`config.mk`:
```
export PLATFORM = sky130hd
export DESIGN_NAME = video_timing_gen_flat
export DESIGN_NICKNAME = d
export VERILOG_FILES = /design/src/rtl/video_timing_gen_if.sv /design/src/rtl/video_timing_gen.sv /design/src/flat_wrapper.sv
export SDC_FILE = /design/constraint.sdc
export NUM_CORES = 1
export LEC_CHECK = 0
export BUFFER_PORTS_ARGS = -buffer_cell sky130_fd_sc_hd__buf_4
export CELL_PAD_IN_SITES_DETAIL_PLACEMENT = 0
export CELL_PAD_IN_SITES_GLOBAL_PLACEMENT = 2
export CORE_MARGIN = 1
export CORE_UTILIZATION = 33
export DETAILED_ROUTE_END_ITERATION = 8
export GPL_ROUTABILITY_DRIVEN = 0
export PLACE_DENSITY_LB_ADDON = 0.3
export SETUP_SLACK_MARGIN = 0.3
export SYNTH_ARGS = -nofsm -noshare
export SYNTH_HDL_FRONTEND = slang
export SYNTH_SLANG_ARGS = --single-unit
export TNS_END_PERCENT = 1
```
`constraint.sdc`:
```
create_clock -name clk -period 2.15 [get_ports clk]
set_input_delay 0.1075 -clock clk [delete_from_list [all_inputs] [get_ports clk]]
set_output_delay 0.1075 -clock clk [all_outputs]
set_load 0.03 [all_outputs]
```
`src/rtl/video_timing_gen_if.sv`:
```
// Pixel-stream source bundle: run/pattern controls in, sync/de/pixel timing out.
interface video_timing_gen_if;
  logic       en;
  logic [1:0] pattern_sel;
  logic       hsync;
  logic       vsync;
  logic       de;
  logic [7:0] pixel_out;
  logic       frame_start;

  modport master (input en, pattern_sel,
                  output hsync, vsync, de, pixel_out, frame_start);
  modport slave  (output en, pattern_sel,
                  input hsync, vsync, de, pixel_out, frame_start);
endinterface

```
`src/rtl/video_timing_gen.sv`:
```
// Programmable hsync/vsync/de timing generator with a grey test-pattern pixel source.
// Outputs are registered from the current counter values, one clk behind them.
module video_timing_gen #(
  parameter int H_ACTIVE = 1280,
  parameter int H_FP     = 110,
  parameter int H_SYNC   = 40,
  parameter int H_BP     = 220,
  parameter int V_ACTIVE = 720,
  parameter int V_FP     = 5,
  parameter int V_SYNC   = 5,
  parameter int V_BP     = 20,
  parameter bit SYNC_POL = 1'b1
) (
  input logic               clk,
  input logic               rst,
  video_timing_gen_if.master vid
);
  localparam int H_TOTAL = H_ACTIVE + H_FP + H_SYNC + H_BP;
  localparam int V_TOTAL = V_ACTIVE + V_FP + V_SYNC + V_BP;
  // A one-line frame would otherwise give a zero-width counter.
  localparam int HW = (H_TOTAL > 1) ? $clog2(H_TOTAL) : 1;
  localparam int VW = (V_TOTAL > 1) ? $clog2(V_TOTAL) : 1;

  logic [HW-1:0] h_cnt;
  logic [VW-1:0] v_cnt;
  logic [7:0]    frame_cnt;
  logic [1:0]    pat_q;

  logic [31:0] hx, vx;
  logic        origin, h_last, v_last, h_act, v_act, hs_act, vs_act;
  logic [1:0]  pat_eff;
  logic [7:0]  pix_c;

  assign hx = 32'(h_cnt);
  assign vx = 32'(v_cnt);

  always_comb begin
    origin  = (hx == 0) && (vx == 0);
    h_last  = (hx == H_TOTAL - 1);
    v_last  = (vx == V_TOTAL - 1);
    h_act   = hx < H_ACTIVE;
    v_act   = vx < V_ACTIVE;
    hs_act  = (hx >= H_ACTIVE + H_FP) && (hx < H_ACTIVE + H_FP + H_SYNC);
    vs_act  = (vx >= V_ACTIVE + V_FP) && (vx < V_ACTIVE + V_FP + V_SYNC);
    // The pattern latched at (0,0) already applies to pixel (0,0) itself.
    pat_eff = origin ? vid.pattern_sel : pat_q;
    case (pat_eff)
      2'd0:    pix_c = hx[7:0];
      2'd1:    pix_c = vx[7:0];
      2'd2:    pix_c = (hx[3] ^ vx[3]) ? 8'hFF : 8'h00;
      default: pix_c = frame_cnt;
    endcase
  end

  always_ff @(posedge clk) begin
    if (rst) begin
      h_cnt           <= '0;
      v_cnt           <= '0;
      frame_cnt       <= '0;
      pat_q           <= '0;
      vid.de          <= 1'b0;
      vid.pixel_out   <= '0;
      vid.frame_start <= 1'b0;
      vid.hsync       <= ~SYNC_POL;
      vid.vsync       <= ~SYNC_POL;
    end else if (!vid.en) begin
      h_cnt           <= '0;
      v_cnt           <= '0;
      vid.de          <= 1'b0;
      vid.pixel_out   <= '0;
      vid.frame_start <= 1'b0;
      vid.hsync       <= ~SYNC_POL;
      vid.vsync       <= ~SYNC_POL;
    end else begin
      vid.de          <= h_act && v_act;
      vid.pixel_out   <= (h_act && v_act) ? pix_c : 8'h00;
      vid.frame_start <= origin;
      vid.hsync       <= hs_act ? SYNC_POL : ~SYNC_POL;
      vid.vsync       <= vs_act ? SYNC_POL : ~SYNC_POL;
      if (origin) pat_q <= vid.pattern_sel;
      if (h_last) begin
        h_cnt <= '0;
        if (v_last) begin
          v_cnt     <= '0;
          frame_cnt <= frame_cnt + 8'd1;
        end else begin
          v_cnt <= v_cnt + 1'b1;
        end
      end else begin
        h_cnt <= h_cnt + 1'b1;
      end
    end
  end
endmodule

```
`src/flat_wrapper.sv`:
```
// flat-port wrapper written by rule: the top's interface ports become plain ports
module video_timing_gen_flat 
#(
  parameter int H_ACTIVE = 1280,
  parameter int H_FP     = 110,
  parameter int H_SYNC   = 40,
  parameter int H_BP     = 220,
  parameter int V_ACTIVE = 720,
  parameter int V_FP     = 5,
  parameter int V_SYNC   = 5,
  parameter int V_BP     = 20,
  parameter bit SYNC_POL = 1'b1
)
  (clk, rst, vid_en, vid_pattern_sel, vid_hsync, vid_vsync, vid_de, vid_pixel_out, vid_frame_start);
  video_timing_gen_if vid_i ();
  input logic clk;
  input logic rst;
  input wire logic [$bits(vid_i.en)-1:0] vid_en;
  input wire logic [$bits(vid_i.pattern_sel)-1:0] vid_pattern_sel;
  output wire logic [$bits(vid_i.hsync)-1:0] vid_hsync;
  output wire logic [$bits(vid_i.vsync)-1:0] vid_vsync;
  output wire logic [$bits(vid_i.de)-1:0] vid_de;
  output wire logic [$bits(vid_i.pixel_out)-1:0] vid_pixel_out;
  output wire logic [$bits(vid_i.frame_start)-1:0] vid_frame_start;
  assign vid_i.en = vid_en;
  assign vid_i.pattern_sel = vid_pattern_sel;
  assign vid_hsync = vid_i.hsync;
  assign vid_vsync = vid_i.vsync;
  assign vid_de = vid_i.de;
  assign vid_pixel_out = vid_i.pixel_out;
  assign vid_frame_start = vid_i.frame_start;
  video_timing_gen #(.H_ACTIVE(H_ACTIVE), .H_FP(H_FP), .H_SYNC(H_SYNC), .H_BP(H_BP), .V_ACTIVE(V_ACTIVE), .V_FP(V_FP), .V_SYNC(V_SYNC), .V_BP(V_BP), .SYNC_POL(SYNC_POL)) u_core (.clk(clk), .rst(rst), .vid(vid_i));
endmodule
```
# Word level (Yosys, flattened, before mapping)
# Index checks and enable logic that the tools add are counted.
[op_classes]
addsub = 3
magnitude_cmp = 6
eq_ne = 4
n_mux = 6
bitwise = 3
reduce_logical = 11
[op_table]
columns = ["operator", "count"]
rows = [
  ["logical NOT 32 bit", 2],
  ["case mux 8 bit (3 select lines)", 1],
  ["less-than comparator 11 bit (second input constant)", 2],
  ["less-than comparator 10 bit (second input constant)", 2],
  ["adder 11 x 1 -> 11 bit (second input constant)", 1],
  ["== test 11 bit (second input constant)", 1],
  [">= comparator 11 bit (second input constant)", 1],
  ["adder 10 x 1 -> 10 bit (second input constant)", 1],
  ["== test 10 bit (second input constant)", 1],
  [">= comparator 10 bit (second input constant)", 1],
  ["two-way mux 10 bit", 1],
  ["adder 8 x 1 -> 8 bit (second input constant)", 1],
  ["two-way mux 8 bit", 1],
  ["OR reduction 3 bit", 2],
  ["logical AND 1 bit", 4],
  ["AND reduction 3 bit", 1],
  ["== test 2 x 1 -> 1 bit (second input constant)", 1],
  ["== test 2 bit (second input constant)", 1],
  ["logical NOT 2 bit", 1],
  ["two-way mux 1 bit", 2],
  ["two-way mux 2 bit", 1],
  ["NOT 1 bit", 2],
  ["OR reduction 2 bit", 1],
  ["bitwise XOR 1 bit", 1],
]
[totals]
ff_bits = 43
input_bits = 5
out_inout_bits = 12
word_cells = 42

# Depth between registers and ports, before layout
# Gate-level depths: netlist of run 1.
[depth]
depth_word = 5
mapped_depth = 9
mapped_depth_nobuf = 8

# Least setup slack after synthesis of run 1
# OpenSTA, ideal clock, no wires.
[synth_timing]
path_type = "reg-to-reg"
startpoint = "register u_core.h_cnt[3]"
endpoint = "register u_core.vid.pixel_out[2]"
setup_ns = 0.070
t_arrival_ns = 2.019
required_time_ns = 2.080
path_slack_ns = 0.061
path_stages_with_launch = 9
path_buffers = 2
period_less_slack_ns = 2.089
path_cell_list = "dfxtp_1 -> buf_4 -> or4_4 -> nand3b_4 -> or2_1 -> buf_6 -> o31ai_4 -> a22oi_1 -> a21oi_1"
[synth_between]
elab_chain_cells = 5
word_cells_on_any_way = 13
classes_between = "order compare (1); eq/ne (2); mux (3); bitwise (2); reduce/logical (5)"
[synth_rtl]
columns = ["element", "line", "text"]
rows = [
  ["start, declared", "video_timing_gen.sv:24", "logic [HW-1:0] h_cnt;"],
  ["start signal, assigned", "video_timing_gen.sv:90", "h_cnt <= h_cnt + 1'b1;"],
  ["logical NOT 32 bit", "video_timing_gen.sv:38", "origin = (hx == 0) && (vx == 0);"],
  ["logical AND 1 bit", "video_timing_gen.sv:38", ""],
  ["two-way mux 2 bit", "--", ""],
  ["== test 2 bit (tied with other cells)", "video_timing_gen.sv:47", "case (pat_eff)"],
  ["case mux 8 bit (3 select lines)", "video_timing_gen.sv:47", ""],
  ["end signal, assigned", "video_timing_gen.sv:76", "vid.pixel_out <= (h_act && v_act) ? pix_c : 8'h00;"],
  ["end, declared", "video_timing_gen_if.sv:12", "output hsync, vsync, de, pixel_out, frame_start);"],
]
# Parallel ways exist; a longest one is shown, timed or not.
# A chain may end at the register's enable or synchronous reset.

# Worst setup path after layout of run 1
[layout_timing]
startpoint = "register u_core.h_cnt[7]"
endpoint = "register u_core.v_cnt[9]"
[layout_between]
elab_chain_cells = 1
[layout_rtl]
columns = ["element", "line", "text"]
rows = [
  ["== test 11 bit", "video_timing_gen.sv:39", "h_last = (hx == H_TOTAL - 1);"],
  ["end signal, assigned", "video_timing_gen.sv:87", "v_cnt <= v_cnt + 1'b1;"],
  ["end, declared", "video_timing_gen.sv:25", "logic [VW-1:0] v_cnt;"],
]
# No other way between the ends.

==> results of run 1 <==
[flip-flops by register name, summed over array words and instances (netlist names)]
name	flops
u_core.frame_cnt	8
u_core.h_cnt	11
u_core.pat_q	2
u_core.v_cnt	10
u_core.vid.de	1
u_core.vid.frame_start	1
u_core.vid.hsync	1
u_core.vid.pixel_out	8
u_core.vid.vsync	1
[cell usage in the layout (no fill, tap or decap), types with 3 or more instances in the layout]
master | synthesis | routed
nand2b_1 | 3 | 3
nor2_1 | 37 | 37
dfxtp_1 | 43 | 42
nand4_1 | 8 | 8
mux2i_1 | 4 | 4
ha_1 | 8 | 8
nand3b_1 | 3 | 3
nand2_1 | 15 | 15
buf_4 | 1 | 45
inv_1 | 8 | 8
o21ai_1 | 1 | 5
xor2_1 | 13 | 13
xnor2_1 | 11 | 11
nand3_1 | 7 | 7
a31oi_1 | 3 | 3
and3_1 | 5 | 5
clkbuf_8 | 0 | 5
nor3_1 | 7 | 5
a21oi_1 | 9 | 8
o21ai_0 | 13 | 8
[how the worst min path moves through the flow]
stage | start | endpoint | slack, ns | depth (start not counted)
after detailed placement | rst | u_core.frame_cnt[0] | 0.38 | 2
after global routing | rst | u_core.frame_cnt[0] | 0.04 | 2
after CTS | rst | u_core.frame_cnt[0] | 0.05 | 2
after global placement | rst | u_core.frame_cnt[0] | 0.37 | 2
after floorplan | vid_pattern_sel[0] | u_core.pat_q[0] | 0.25 | 2
final | rst | u_core.frame_cnt[0] | 0.05 | 2
[final cells by class]
type | instances | area [um2] | area share, %
Multi-Input combinational cell | 181 | 1250 | 46.5
Sequential cell | 43 | 862 | 32.1
Timing Repair Buffer | 45 | 338 | 12.6
Tap cell | 75 | 93.8 | 3.50
Clock buffer | 5 | 68.8 | 2.56
Clock inverter | 3 | 43.8 | 1.63
Inverter | 8 | 30.0 | 1.12
[power groups by stage]
stage | sequential, W | combinational [W] | clock (W)
2_1_floorplan | 0.000844 | 0.0000627 | 0
3_3_place_gp | 0.000834 | 0.000110 | 0
3_5_place_dp | 0.000834 | 0.000109 | 0
4_1_cts | 0.000815 | 0.000113 | 0.000665
5_1_grt | 0.000817 | 0.000130 | 0.000691
6_report | 0.000815 | 0.000119 | 0.000636
[worst reg2reg max path, delay by kind of cell (launching register included)]
| family | cells | cell delay (ns) |
|---|---|---|
| AOI/OAI and AO/OA | 1 | 0.14 |
| buffers and inverters | 2 | 0.33 |
| DFF | 1 | 0.31 |
| and+or+nand+nor | 4 | 1.20 |
[layer usage]
layer / part of all wire [%] / wire length, um
met1: 48 / 2550
met2: 46 / 2430
met3: 4.4 / 233
met4: 1.3 / 70
met5: 0 / 0
[kinds of logic after synthesis]
logic type	share of synthesized area, %
simple gates	25.2
flops	40.3
compound gates	13.8
xor+xnor	9.84
buf+inv	4.28
fa+ha+maj	4.69
mux	1.87
[metrics by stage]
stage	area, um2	total power [W]
2_1_floorplan	2140	0.000907
3_3_place_gp	2470	0.000944
3_5_place_dp	2470	0.000943
4_1_cts	2640	0.00159
5_1_grt	2680	0.00164
6_report	2680	0.00157
[timing repair]
action / CTS / global route
gates cloned: 0 / 0
setup endpoints to repair: 19 / 29
gates resized for setup: 5 / 14
pin swaps: 8 / 16
endpoints found under the hold margin: 0 / 0
setup buffers: 4 / 1
==> summary.md, run 1 <==
| Metric | Value |
|---|---|
| Slowest-stage cell, CP | `or4_4` |
| Crit path cell chain | `or4_4 > buf_4 > nor4_4 > buf_4 > nand4_1 > or3_4 > a21oi_2` |
| Net Count, Synth | `256` |
| CP max stage delay | `about 0.54 ns` |
| Synth cell count leaders | `43 x dfxtp_1, 37 x nor2_1, 15 x nand2_1, 13 x o21ai_0, 13 x xor2_1` |
| Worst R2R Path Depth | `7` |
| Switching power | `0.000372 W` |
| Final Setup Violations | `0` |
| FP Rows | `28` |
| WL final | `5.28 mm` |
| DRT iter0 DRCs | `50` |
| Number of global-route vias before repair | `1659` |
| Total number of vias | `about 1800` |
| Setup WS post-layout | `0.114 ns` |
| Remaining antenna violation count after routing | `0` |
| Clk_lat worst skew | `~0.31 ns` |
| Period utilization | `94.7%` |
| Switching Share | `23.7%` |
| Ys Warns | `0` |
| R2r startpoint | `u_core.h_cnt[7]` |
| Die Wd | `slightly above 80 um` |
| Initial antenna violation count | `0` |
| Fill cells | `653` |
| Least-Margin Pin Slew | `0.367 ns` |
| Buffers on Ports | `16` |
| Worst R2R Setup Slack | `0.11 ns` |
| CTS tree | `done` |
| Average wire per standard cell | `14.7 um` |
| Top cells by area, synth | `dfxtp_1 40%, nor2_1 6.5%, xor2_1 5.3%` |
| First-pass GRT wire length | `8.36 mm` |
| CP delay by family, top | `simple AND/OR/NAND/NOR gates` |
| Cell count along the critical path | `7` |
| Pin count of the biggest net entering global routing | `15` |
| P per Cell Area | `585 nW/um2` |
| GRT Total Usage | `between 10% and 20%` |
| Post-synth top area cell | `dfxtp_1` |
| Count of maximum capacitance violations | `0` |
| Critical path peak fanout | `3` |
| Diodes inserted | `0` |
| Clock Skews | `0.00699 ns` |
| Post-DP HPWL | `roughly 3.9 mm` |
| Critical R2R Capture | `u_core.v_cnt[9]` |
| DRT Pass-1 Iters | `4` |
| Main synth FF type | `dfxtp_1` |
| CTS sink count | `43` |
| Status | `finished clean` |
| CP Launch Point | `u_core.h_cnt[7]` |
| RSZ-0062 raised after global routing | `true` |
| Setup crit end kind | `flip-flop` |
| WP data required | `2.39 ns` |
| Syn_area_per_cell | `8.79 um2` |
| Seq/Total Area, Yosys | `40.3%` |
| Cells after DPL | `347` |
| # H-tree levels | `2` |
| Worst Path Arrival | `around 2.3 ns` |
| DIE HEIGHT | `82.5 um` |
| Final #Nets | `297` |
| Most frequent cell after synthesis | `dfxtp_1` |
| Initial Util | `35.0%` |
| Rel. slew slack | `74.9%` |
| Part of the power in registers | `51.9%` |
| I/O Pins | `17` |
| Internal | `~0.0012 W` |
| Non-filler cells, final | `360` |
| Met1 global-route usage | `21.7%` |
| Post-layout util | `about 44%` |
| Overflow after GRT | `0` |
| P_leak | `1.02 nW` |
| Core region area | `6100 um2` |
| Count of pins over their slew limit | `0` |
| Syn-to-layout area delta | `25.7%` |
| Post-CTS Hold Buffers | `0` |
| CTS Buffer Depth | `2` |
| Peak supply drop | `0.000310 V` |
| Busiest grt layer | `met2` |
| DR vias/cell | `4.97` |
| Gate power share | `7.6%` |
| Unique masters post-synth | `45` |
| EDFF count, synth | `0` |
| Setup_tns | `0 ns` |
| Reg clk slew, reported paths | `0.09 ns` |
| CTS buffer count | `5` |
| Crit Path Category | `flip-flop to flip-flop` |
| Worst slack at placement | `0.0377 ns` |
| GRT met2 Usage | `27.0%` |
| DRC viols | `0` |
| CTS Root Buffer Type | `clkbuf_8` |
| Mapped cell area | `around 2100 um2` |
| Worst path bufs/invs | `2` |
| Fmax achieved | `491 MHz` |
| Die ar. | `6800 um2` |
| Async S/R FF share, synth | `0%` |
| Worst path most repeated cell | `buf_4` |
| Synth Register Bits | `43` |
| Post-synth top area share | `40.3%` |
| Worst Hold Slack | `approximately 0.053 ns` |
| Clk network pwr share | `40.5%` |
| Global Route met3 Usage | `5.16%` |
| Type of the worst min-delay path | `input pin to flip-flop` |
| Crit path capture | `u_core.v_cnt[9]` |
| Layout cell share with drive strength beyond 1 | `26.0%` |
| Post-Syn Instances | `between 200 and 250` |
| Final hold violation count | `0` |
| CP startpoint kind | `flip-flop` |
| Minimum clock period | `2.04 ns` |
Power figures use the tool's default switching activity.
==> run 2: changes to the inputs <==
--- a/config.mk
+++ b/config.mk
@@ -9,7 +9,7 @@
 export CELL_PAD_IN_SITES_DETAIL_PLACEMENT = 0
 export CELL_PAD_IN_SITES_GLOBAL_PLACEMENT = 2
 export CORE_MARGIN = 1
-export CORE_UTILIZATION = 33
+export CORE_UTILIZATION = 36
 export DETAILED_ROUTE_END_ITERATION = 8
 export GPL_ROUTABILITY_DRIVEN = 0
 export PLACE_DENSITY_LB_ADDON = 0.3
==> constraint.sdc (replaced) <==
create_clock -name clk -period 1.9 [get_ports clk]
set_input_delay 0.095 -clock clk [delete_from_list [all_inputs] [get_ports clk]]
set_output_delay 0.095 -clock clk [all_outputs]
set_load 0.03 [all_outputs]
==> summary.md, run 2 (synthesis gave the netlist of run 1 again) <==
| Metric | Value |
|---|---|
| Fill cells | `548 (-16%)` |
| Max FFs per register | `11 (unchanged)` |
| Setup WS post-layout | `-0.121 ns (-0.235 ns)` |
| P per Cell Area | `685 nW/um2 (+17%)` |
| DRT iter0 DRCs | `52 (+4.0%)` |
| Period utilization | `106% (+12 points)` |
| Clk_lat worst skew | `0.30 ns (about the same)` |
| DRT Pass-1 Iters | `4 (unchanged)` |
| P_leak | `1.11 nW (+8.5%)` |
| Initial Util | `38.1% (+3.0 points)` |
| Minimum clock period | `2.02 ns (-0.0149 ns)` |
| I/O Pins | `17 (unchanged)` |
| Remaining antenna violation count after routing | `0 (unchanged)` |
| Least-Margin Pin Slew | `0.337 ns (-0.0308 ns)` |
| Rel. slew slack | `77.2% (+2.4 points)` |
| FP Rows | `27 (-3.6%)` |
| Total number of vias | `1851 (+3.5%)` |
| Post-CTS Hold Buffers | `0 (unchanged)` |
| Leading registers by flop count | `u_core.h_cnt (11), u_core.v_cnt (10)` |
| Failing checks | `negative setup slack` |
| WP data required | `2.12 ns (-0.27 ns)` |
| CTS sink count | `43 (unchanged)` |
| Core region area | `5610 um2 (-8.0%)` |
| Post-DP HPWL | `4.09 mm (+5.1%)` |
| Final Setup Violations | `13 (+13)` |
| Die ar. | `6240 um2 (-8.1%)` |
| RSZ-0062 raised after global routing | `true` |
| Die Wd | `79.0 um (-4.2%)` |
| Buffers on Ports | `16 (unchanged)` |
| DR vias/cell | `4.95 (-0.41%)` |
| Count of maximum capacitance violations | `0 (unchanged)` |
| Final #Nets | `314 (+5.7%)` |
| Layout cell share with drive strength beyond 1 | `28.5% (+2.5 points)` |
| Overflow after GRT | `0 (unchanged)` |
| Fmax achieved | `495 MHz (+0.74%)` |
| Syn-to-layout area delta | `31.1%` |
| Diodes inserted | `0 (unchanged)` |
| CTS buffer count | `5 (unchanged)` |
| # H-tree levels | `2 (unchanged)` |
| Clk network pwr share | `44.2% (+3.7 points)` |
| CP startpoint kind | `flip-flop` |
| CTS Root Buffer Type | `clkbuf_8` |
| Worst slack at placement | `-0.199 ns (-0.237 ns)` |
| Initial antenna violation count | `0 (unchanged)` |
| Clock Skews | `0.0123 ns (+0.00529 ns)` |
| WL final | `5.25 mm (-0.63%)` |
| CTS Buffer Depth | `2 (unchanged)` |
| DP Area | `2620 um2 (+6.2%)` |
| Area of the multi-input gates | `1220 um2 (-2.5%)` |
| Switching power | `0.000419 W (+13%)` |
| Peak supply drop | `0.000295 V (-4.7%)` |
| Average wire per standard cell | `14.0 um (-4.3%)` |
| Crit Path Category | `flip-flop to flip-flop` |
| Count of pins over their slew limit | `0 (unchanged)` |
| DRC viols | `0 (unchanged)` |
| Commonest non-fill, non-tap cell in the layout | `buf_4` |
| Most frequent cells in the layout | `62 x buf_4, 42 x dfxtp_1, 36 x nor2_1, 15 x nand2_1, 13 x xor2_1` |
| CTS tree | `done` |
| Setup crit end kind | `flip-flop` |
| Critical path peak fanout | `6 (+3)` |
| Largest Register | `u_core.h_cnt` |
| Internal | `0.00150 W (+25%)` |
| Status | `complete, but fails checks` |
| Reg clk slew, reported paths | `0.09 ns (about the same)` |
| Worst Path Arrival | `2.24 ns (-0.04 ns)` |
| Switching Share | `21.8% (-1.9 points)` |
| Final Cell Area | `2800 um2 (+4.3%)` |
| Pin count of the biggest net entering global routing | `15 (unchanged)` |
| Part of the power in registers | `47.7% (-4.2 points)` |
| Number of global-route vias before repair | `1752 (+5.6%)` |
| First-pass GRT wire length | `8.76 mm (+4.8%)` |
| GRT Total Usage | `18.3% (+1.3 points)` |
| Final hold violation count | `0 (unchanged)` |
| DIE HEIGHT | `79.0 um (-4.2%)` |
| Type of the worst min-delay path | `input pin to flip-flop` |
| Gate power share | `8.0% (+0.4 points)` |
| Sequential cell area | `862 um2 (unchanged)` |
run 2: timing repair:
| action | CTS | global route |
|---|---|---|
| pin swaps | 9 | 12 |
| setup buffers | 1 | 0 |
| resized for setup | 6 | 6 |
| setup endpoints to repair | 39 | 41 |
run 2: per-stage QoR:
stage	std cells	total power, W	utilization [%]	hold slack (ns)	TNS, ns
finish	374	0.00192	49.9	0.0377	-1.01
global route	374	0.00199	49.9	0.0448	-2.67
CTS	374	0.00193	49.7	0.0395	-1.28
detailed placement	365	0.00108	46.8	0.369	-1.66
global placement	365	0.00108	46.8	0.365	-1.45
floorplan	243	0.00103	-	0.239	-2.46
run 2: path summary, 6_finish.rpt:
| kind | start | end | depth (start not counted) | slack (ns) |
|---|---|---|---|---|
| min | rst | u_core.frame_cnt[3] | 2 | 0.04 |
| max reg2reg | u_core.h_cnt[2] | u_core.vid.pixel_out[0] | 6 | -0.12 |
| max | u_core.h_cnt[2] | u_core.vid.pixel_out[0] | 6 | -0.12 |
| min reg2reg | u_core.h_cnt[10] | u_core.vid.hsync | 2 | 0.54 |
run 2: metal layers:
metal / global-route usage (%) / up-vias / share of wire, %
li1: - / 967 / -
met1: 26.2 / 855 / 53
met2: 28.2 / 25 / 44
met3: 3.10 / 4 / 2.3
met4: 4.91 / 0 / 0.99
met5: 0 / - / 0
run 2: final cells by class:
cell class | count | area share (%)
clock buffer | 5 | 2.46
timing repair buffer | 62 | 16.6
multi-input combinational | 181 | 43.4
clock inverter | 3 | 2.41
sequential | 43 | 30.8
tap | 72 | 3.22
inverter | 8 | 1.07
run 2: power by group through the flow:
stage                     combinational [W]  sequential, W  clock, W
after floorplan                   0.0000709       0.000955         0
after global placement             0.000148       0.000937         0
final                              0.000154       0.000916  0.000849
after detailed placement           0.000146       0.000937         0
after global routing               0.000167       0.000917  0.000905
after CTS                          0.000153       0.000916  0.000862
run 2: critical path: stages (launching register included):
cell      delay, ns
dfxtp_1        0.32
or4_4          0.56
nand3b_4       0.18
or2_4          0.29
o31ai_4        0.30
a22oi_1        0.15
a21oi_1        0.15
